**src/rtl/buffer_mem_arbiter.sv**
```systemverilog
// buffer_mem_arbiter: shares one single-port buffer SRAM between the
// matrix_mult core and a host loader/readback port.
//
// The core has priority and may lock the port for a burst. The host gets
// idle cycles. Each issued read is tagged with its issuer, so the returning
// data is steered back to the requester that issued it.
//
// Optional feature macro: STARVE_GUARD_EN
//   When it is defined, a host wait counter and a one-cycle FORCE_HOST state
//   guarantee the host a grant every MAX_WAIT+1 cycles.
//   When it is undefined, the core has strict priority and core_stall_o is 0.
//
// Ports:
//   clk_i, rst_i                 clock, synchronous active-high reset
//   core_cenb_i/wenb_i/addr_i/d_i core access (active-low enables)
//   core_lock_i                  core holds the port while high
//   core_q_o                     core read data (pass-through of mem_q_i)
//   core_stall_o                 core request pending but not issued
//   host_req_i/we_i/addr_i/d_i   host access request
//   host_gnt_o                   host access issued this cycle
//   host_rvalid_o/rdata_o        host read return, RD_LAT after grant
//   mem_*                        SRAM port (combinational from the selected issuer)
//   owner_o                      issuer of the previous cycle (0 core, 1 host)
module buffer_mem_arbiter #(
    parameter int unsigned DATA_WIDTH = 64,
    parameter int unsigned SIZE       = 256,
    parameter int unsigned RD_LAT     = 1,
    parameter int unsigned MAX_WAIT   = 15
) (
    input  logic                    clk_i,
    input  logic                    rst_i,
    input  logic                    core_cenb_i,
    input  logic                    core_wenb_i,
    input  logic [$clog2(SIZE)-1:0] core_addr_i,
    input  logic [DATA_WIDTH-1:0]   core_d_i,
    input  logic                    core_lock_i,
    output logic [DATA_WIDTH-1:0]   core_q_o,
    output logic                    core_stall_o,
    input  logic                    host_req_i,
    input  logic                    host_we_i,
    input  logic [$clog2(SIZE)-1:0] host_addr_i,
    input  logic [DATA_WIDTH-1:0]   host_d_i,
    output logic                    host_gnt_o,
    output logic                    host_rvalid_o,
    output logic [DATA_WIDTH-1:0]   host_rdata_o,
    output logic                    mem_cenb_o,
    output logic                    mem_wenb_o,
    output logic [$clog2(SIZE)-1:0] mem_addr_o,
    output logic [DATA_WIDTH-1:0]   mem_d_o,
    input  logic [DATA_WIDTH-1:0]   mem_q_i,
    output logic                    owner_o
);

    localparam logic [1:0] ST_IDLE      = 2'd0;
    localparam logic [1:0] ST_CORE_LOCK = 2'd1;
`ifdef STARVE_GUARD_EN
    localparam logic [1:0]  ST_FORCE_HOST = 2'd2;
    localparam int unsigned CW            = $clog2(MAX_WAIT + 1);

    logic [CW-1:0] wait_q, wait_d;
`endif

    // Elaboration-time parameter range check
    if (RD_LAT < 1 || RD_LAT > 4 || MAX_WAIT < 1) begin : g_bad_param
        $error("buffer_mem_arbiter: RD_LAT must be 1..4 and MAX_WAIT >= 1");
    end

    logic [1:0]        state_q, state_d;
    logic              core_req;
    logic              sel_core;
    logic              sel_host;
    logic              issue_rd;
    logic [RD_LAT-1:0] tag_vld_q, tag_vld_d;
    logic [RD_LAT-1:0] tag_own_q, tag_own_d;
    logic              owner_q;

    assign core_req = ~core_cenb_i;

    // Arbitration, next state and host wait counter
    always_comb begin
        state_d  = state_q;
        sel_core = 1'b0;
        sel_host = 1'b0;
`ifdef STARVE_GUARD_EN
        wait_d   = '0;
`endif
        if (!rst_i) begin
            case (state_q)
                ST_CORE_LOCK: begin
                    sel_core = core_req;
                    if (!core_lock_i) begin
                        // Lock released: this cycle already arbitrates as IDLE
                        sel_host = host_req_i & ~core_req;
                        state_d  = ST_IDLE;
                    end
                end
`ifdef STARVE_GUARD_EN
                ST_FORCE_HOST: begin
                    sel_host = host_req_i;
                    sel_core = core_req & ~host_req_i;
                    state_d  = core_lock_i ? ST_CORE_LOCK : ST_IDLE;
                end
`endif
                default: begin
                    sel_core = core_req;
                    sel_host = host_req_i & ~core_req;
                    state_d  = (core_req && core_lock_i) ? ST_CORE_LOCK : ST_IDLE;
                end
            endcase
`ifdef STARVE_GUARD_EN
            // Count waiting cycles; the cycle reaching MAX_WAIT arms FORCE_HOST
            if (host_req_i && !sel_host) begin
                wait_d = (wait_q == CW'(MAX_WAIT)) ? wait_q : wait_q + CW'(1);
                if (wait_d == CW'(MAX_WAIT)) begin
                    state_d = ST_FORCE_HOST;
                end
            end
`endif
        end
    end

    // Memory port mux
    always_comb begin
        mem_cenb_o = ~(sel_core | sel_host);
        mem_wenb_o = 1'b1;
        mem_addr_o = '0;
        mem_d_o    = '0;
        if (sel_host) begin
            mem_wenb_o = ~host_we_i;
            mem_addr_o = host_addr_i;
            mem_d_o    = host_d_i;
        end else if (sel_core) begin
            mem_wenb_o = core_wenb_i;
            mem_addr_o = core_addr_i;
            mem_d_o    = core_d_i;
        end
    end

    assign host_gnt_o = sel_host;
    assign issue_rd   = (sel_host & ~host_we_i) | (sel_core & core_wenb_i);

`ifdef STARVE_GUARD_EN
    assign core_stall_o = core_req & ~sel_core & ~rst_i;
`else
    assign core_stall_o = 1'b0;
`endif

    // Read tag shift register: stage 0 takes this cycle's read, oldest stage falls off
    always_comb begin
        tag_vld_d = RD_LAT'({tag_vld_q, issue_rd});
        tag_own_d = RD_LAT'({tag_own_q, sel_host});
    end

    always_ff @(posedge clk_i) begin
        if (rst_i) begin
            state_q   <= ST_IDLE;
            tag_vld_q <= '0;
            tag_own_q <= '0;
            owner_q   <= 1'b0;
`ifdef STARVE_GUARD_EN
            wait_q    <= '0;
`endif
        end else begin
            state_q   <= state_d;
            tag_vld_q <= tag_vld_d;
            tag_own_q <= tag_own_d;
            owner_q   <= sel_host;
`ifdef STARVE_GUARD_EN
            wait_q    <= wait_d;
`endif
        end
    end

    // Read returns; reset in flight suppresses any pending host return
    assign host_rvalid_o = tag_vld_q[RD_LAT-1] & tag_own_q[RD_LAT-1] & ~rst_i;
    assign host_rdata_o  = host_rvalid_o ? mem_q_i : '0;
    assign core_q_o      = mem_q_i;
    assign owner_o       = owner_q;

endmodule
```
**config.mk**
```make
export PLATFORM = sky130hd
export DESIGN_NAME = buffer_mem_arbiter
export DESIGN_NICKNAME = d
export VERILOG_FILES = /design/src/rtl/buffer_mem_arbiter.sv
export SDC_FILE = /design/constraint.sdc
export NUM_CORES = 1
export LEC_CHECK = 0
export CELL_PAD_IN_SITES_DETAIL_PLACEMENT = 1
export CELL_PAD_IN_SITES_GLOBAL_PLACEMENT = 1
export CORE_ASPECT_RATIO = 0.6
export CORE_UTILIZATION = 11
export CTS_CLUSTER_DIAMETER = 30
export DETAILED_ROUTE_END_ITERATION = 6
export GPL_TIMING_DRIVEN = 0
export PLACE_DENSITY = 0.78
export SYNTH_ARGS = -nofsm -noshare
export SYNTH_HDL_FRONTEND = slang
export SYNTH_SLANG_ARGS = --single-unit
```
**constraint.sdc**
```tcl
create_clock -name clk_i -period 1.05 [get_ports clk_i]
set_input_delay 0.105 -clock clk_i [delete_from_list [all_inputs] [get_ports clk_i]]
set_output_delay 0.105 -clock clk_i [all_outputs]
set_load 0.01 [all_outputs]
```
# After elaboration in Yosys (flattened, before gate mapping)
# Index checks and enable logic that the tools add are counted.
[classes]
addsub = 0
n_mul = 0
div = 0
order_cmp = 0
n_eq_ne = 2
n_shift = 0
mux = 14
bitwise_logic = 11
reduce_logical = 1
[op_table]
columns = ["op", "count"]
rows = [
  ["$mux W64", 3],
  ["$mux W8", 2],
  ["$mux W1", 7],
  ["$and A1 B1 Y1", 5],
  ["$mux W2", 2],
  ["$not A1 Y1", 4],
  ["$eq A2 B1 Y1 const B", 1],
  ["$ne A2 B2 Y1 const B", 1],
  ["$or A1 B1 Y1", 2],
  ["$logic_and A1 B1 Y1", 1],
]
[word_totals]
reg_bits = 4
latch_bits = 0
ramBits = 0
mem_bits_ro = 0
out_inout_bits = 206
wordCells = 31
mem_count = 0

# Logic depth before layout (Yosys ltp)
[depth]
ltp_word = 6
mapped_depth = 5
depth_no_buf = 2

# Least setup slack after synthesis
# No wires, ideal clock.
[synth_path]
path_kind = "reg-to-output"
startpoint = "reg state_q[0]"
endpoint = "out mem_wenb_o"
t_arrival_ns = 1.027
t_required_ns = 0.945
setup_slack_ns = -0.082
path_stages_with_launch = 5
n_path_buf = 2
cell_sequence = "dfxtp_1 -> nand2_1 -> buf_2 -> buf_2 -> a41oi_1"
[synth_via]
elab_chain_len = 4
[synth_lines]
columns = ["element", "line_no", "source"]
rows = [
  ["start: declaration", "68", "logic [1:0] state_q, state_d;"],
  ["start signal: assignment", "164", "state_q <= state_d;"],
  ["$eq A2 B1 Y1", "88", "case (state_q)"],
  ["$mux W1", "88", ""],
  ["$mux W1", "87", "if (!rst_i) begin"],
  ["$mux W1", "128", "if (sel_host) begin"],
  ["end: declaration", "47", "output logic mem_wenb_o,"],
]
# Every way passes these cells.

# Final worst setup path
[layout_path]
startpoint = "reg tag_vld_q"
endpoint = "out host_rdata_o[10]"
[layout_via]
elab_chain_len = 3
[layout_lines]
columns = ["element", "line_no", "source"]
rows = [
  ["start: declaration", "73", "logic [RD_LAT-1:0] tag_vld_q, tag_vld_d;"],
  ["start signal: assignment", "165", "tag_vld_q <= tag_vld_d;"],
  ["$and A1 B1 Y1 (2 in series)", "175", "assign host_rvalid_o = tag_vld_q[RD_LAT-1] & tag_own_q[RD_LAT-1] & ~rst_i;"],
  ["$mux W64", "176", "assign host_rdata_o = host_rvalid_o ? mem_q_i : '0;"],
  ["end: declaration", "45", "output logic [DATA_WIDTH-1:0] host_rdata_o,"],
]
# Every way passes these cells.

==> impl_results.rst <==
.. list-table::
   :header-rows: 1

   * - Metric
     - Value
   * - Time the final worst path needs with I/O delays and setup
     - 1.58 ns
   * - Critical path destination
     - host_rdata_o[10]
   * - Dpl hpwl
     - 17500 um
   * - Worst Setup Slack post-DPL
     - -1.20 ns
   * - Critical path's slowest cell
     - dfxtp_1
   * - Nature of the critical path startpoint
     - register
   * - Overflow left after global routing
     - 0
   * - Routability cong.
     - 0.822
   * - Global-route wire length before repair
     - 29200 um
   * - TritonCTS buffer count
     - 3
   * - Clock insertion delay at the later pin of the skew report
     - 0.22 ns
   * - Pwr Density
     - 415 nW/um^2
   * - Library cell with the largest summed area after synthesis
     - and2_1
   * - Arr. time, crit path
     - 1.48 ns
   * - Clock tree from TritonCTS
     - built
   * - Post-route clock period utilization
     - 151%
   * - H-tree depth
     - 1
   * - Die boundary width
     - 194 um
   * - Kind of end point of the critical path
     - output port
   * - Actual transition at the worst max-transition pin
     - 0.525 ns
   * - Synthesized Nets
     - 545
   * - Antenna violations before repair
     - 1
   * - Starting density of the core
     - 11.4%
   * - Worst-case reg-to-reg path depth
     - 6
   * - Global-route usage over all layers
     - 17.1%
   * - Worst min-delay path class
     - in -> reg
   * - Sinks on Clock Net
     - 3
   * - Post-Syn Area
     - 2420 um^2
   * - CP Cell Sequence
     - and3b_2 -> buf_8 -> buf_8 -> clkbuf_16 -> and2_4 -> buf_6
   * - Top cells by instance count after synthesis
     - and2_1 (136), a32o_1 (73), buf_4 (65), buf_2 (23), clkbuf_1 (10)
   * - Violations in the final reports
     - DRC, setup timing
   * - Root Buffer
     - clkbuf_16
   * - Kind of cell adding the most delay to the critical path
     - buffers and inverters
   * - Library cells used by synthesis
     - 18
   * - Core occupancy in the finished layout
     - 35.6%
   * - Max clock buf depth
     - 2
   * - Die Y-Extent
     - 117 um
   * - EDFF count, synth
     - 0
   * - Cell mode on critical path
     - buf_8
   * - Number of instances in the synthesized netlist
     - 330
   * - Instance count on the critical path
     - 6
   * - Result of the run
     - finished, violations left
   * - Remaining max-slew budget at the tightest pin
     - 65.0%
   * - Setup slack, reg-to-reg
     - -0.17 ns
   * - Setup Crit Path Kind
     - reg -> out
   * - Count of pins over their slew limit
     - 0
   * - Top-level port count
     - 421
   * - Via density
     - 4.04
   * - Post-Route Skew
     - 0.00235 ns
   * - Post-synthesis to final-layout area growth
     - 213%
   * - Syn avg cell area
     - 7.34 um^2
   * - Final setup violating endpoints
     - 142
   * - # DRC
     - 21
   * - Dominant register cell in the synthesized netlist
     - dfxtp_1
   * - Slack of the critical path
     - -0.533 ns
   * - Worst Path Required
     - 0.94 ns
   * - Max Cap Viol
     - 0
   * - Worst VDD drop
     - 0.000401 V
   * - Top cells by area, synth
     - and2_1 (35%), a32o_1 (30%), buf_4 (20%)
   * - Launching element of the worst setup path
     - tag_vld_q
   * - Delay of the slowest cell on the worst path
     - 0.30 ns
   * - Nets
     - 1003
   * - Static Leakage
     - 3.63 nW
   * - DR vias
     - 4311
   * - Count of synthesis-stage warnings from yosys
     - 0
   * - First-pass DRT Iterations
     - 7
   * - Final wirelength
     - 21200 um
   * - Sequential element share of the synthesized area
     - 2.48%
   * - Port buffer count
     - 418
   * - Final hold violation count
     - 0
   * - Worst path buffer plus inverter count
     - 4
   * - Yosys reg bits
     - 3
   * - Post-synth ARST share
     - 0%
   * - Worst-path fanout max
     - 5
   * - Origin of the critical flop-to-flop path
     - state_q[0]
   * - Clk slew on worst S/H paths
     - 0.03 ns
   * - Fraction of synthesized cell area taken by the top area cell type
     - 35.1%
   * - Cell row count
     - 41
   * - Total Die Area
     - 22600 um^2
   * - Setup repair after global routing missed its margin
     - yes
   * - Reg2reg end
     - tag_vld_q
   * - Most instantiated library cell after synthesis
     - and2_1
   * - Routed len/inst
     - 19.8 um
   * - Number of global-route vias before repair
     - 4458
   * - Fmax
     - 632 MHz
   * - Pin count of the biggest net entering global routing
     - 11
   * - Post-DRT Antenna Nets
     - 0
   * - Iteration-0 DRC Markers
     - 172
   * - Area of the core
     - 21300 um^2
   * - Share of post-route cells with drive strength above 1
     - 52.0%
[cell families (layout without fill, tap and decap cells)]
kind of cell | Yosys count | count (layout) | synth area share (%)
flip-flops | 3 | 3 | 2.48
buffers and inverters | 105 | 562 | 28.9
other | 1 | 2 | 0.155
AND/OR/NAND/NOR | 146 | 146 | 37.6
AO/OA/AOI/OAI | 75 | 75 | 30.8
[worst min-delay path by stage]
stage / from / end / slack, ns / cells after the start
CTS: rst_i / state_q[0] / 0.13 / 2
detailed placement: state_q[0] / state_q[0] / 0.53 / 2
global route: rst_i / state_q[0] / 0.14 / 2
floorplan: rst_i / state_q[0] / 0.18 / 1
global placement: state_q[0] / state_q[0] / 0.50 / 2
finish: rst_i / state_q[0] / 0.14 / 2
[power by group]
group          internal (mW)  switching [mW]
sequential             0.120         0.00478
clock                  0.500          0.0979
combinational           1.54           0.887
total                   2.16           0.989
[timing repair]
action / CTS / global route
buffers inserted: 20 / 14
cloned: 11 / 2
hold buffers: 0 / 0
endpoints found under the setup margin: 207 / 177
pin swaps: 30 / 14
gates resized for setup: 892 / 88
[metal layers]
metal | wire length (um) | global-route usage [%] | vias to the layer above | share of wire, %
met5 | 0 | 0 | - | 0
met4 | 188 | 2.77 | 0 | 0.89
met3 | 1570 | 3.72 | 8 | 7.4
met2 | 11200 | 32.3 | 196 | 53
met1 | 8250 | 20.4 | 2060 | 39
li1 | - | - | 2047 | -
[layout make-up]
type,instances,area [um^2]
antenna,1,2.50
buffer,99,857
clock buffer,4,78.8
fill,2483,13700
multi-input combinational,222,1890
sequential,3,65.1
tap,279,349
timing repair buffer,459,4350
[metrics by stage]
stage / hold WS [ns] / cell area [um^2] / cells / TNS [ns] / total power [mW]
detailed placement: 0.530 / 7140 / 1027 / -175.31 / 2.58
CTS: 0.132 / 7530 / 1061 / -58.56 / 3.14
finish: 0.138 / 7580 / 1067 / -56.74 / 3.15
global placement: 0.502 / 7140 / 1027 / -172.89 / 2.55
floorplan: 0.181 / 2610 / 330 / -0.107 / 0.938
global route: 0.145 / 7580 / 1067 / -61.49 / 3.32
[sequential cells by signal, summed over array words and instances (netlist names)]
| register | count |
|---|---|
| owner_o | 1 |
| state_q | 1 |
| tag_vld_q | 1 |
[worst register-to-register path: stages (launching register included)]
cell	delay [ns]
dfxtp_4	0.36
nand2_8	0.08
buf_6	0.13
buf_6	0.12
buf_6	0.11
buf_6	0.10
a32o_1	0.20
[cell usage in the layout, fill, tap and decap left out, types with 19 or more instances in the layout]
| cell type | count |
|---|---|
| clkdlybuf4s15_2 | 19 |
| buf_4 | 82 |
| clkdlybuf4s50_1 | 185 |
| dlygate4sd2_1 | 23 |
| buf_2 | 82 |
| and2_4 | 61 |
| clkbuf_2 | 22 |
| a32o_1 | 63 |
| and2_1 | 75 |
| buf_6 | 96 |
(Power assumes the default switching activity.)
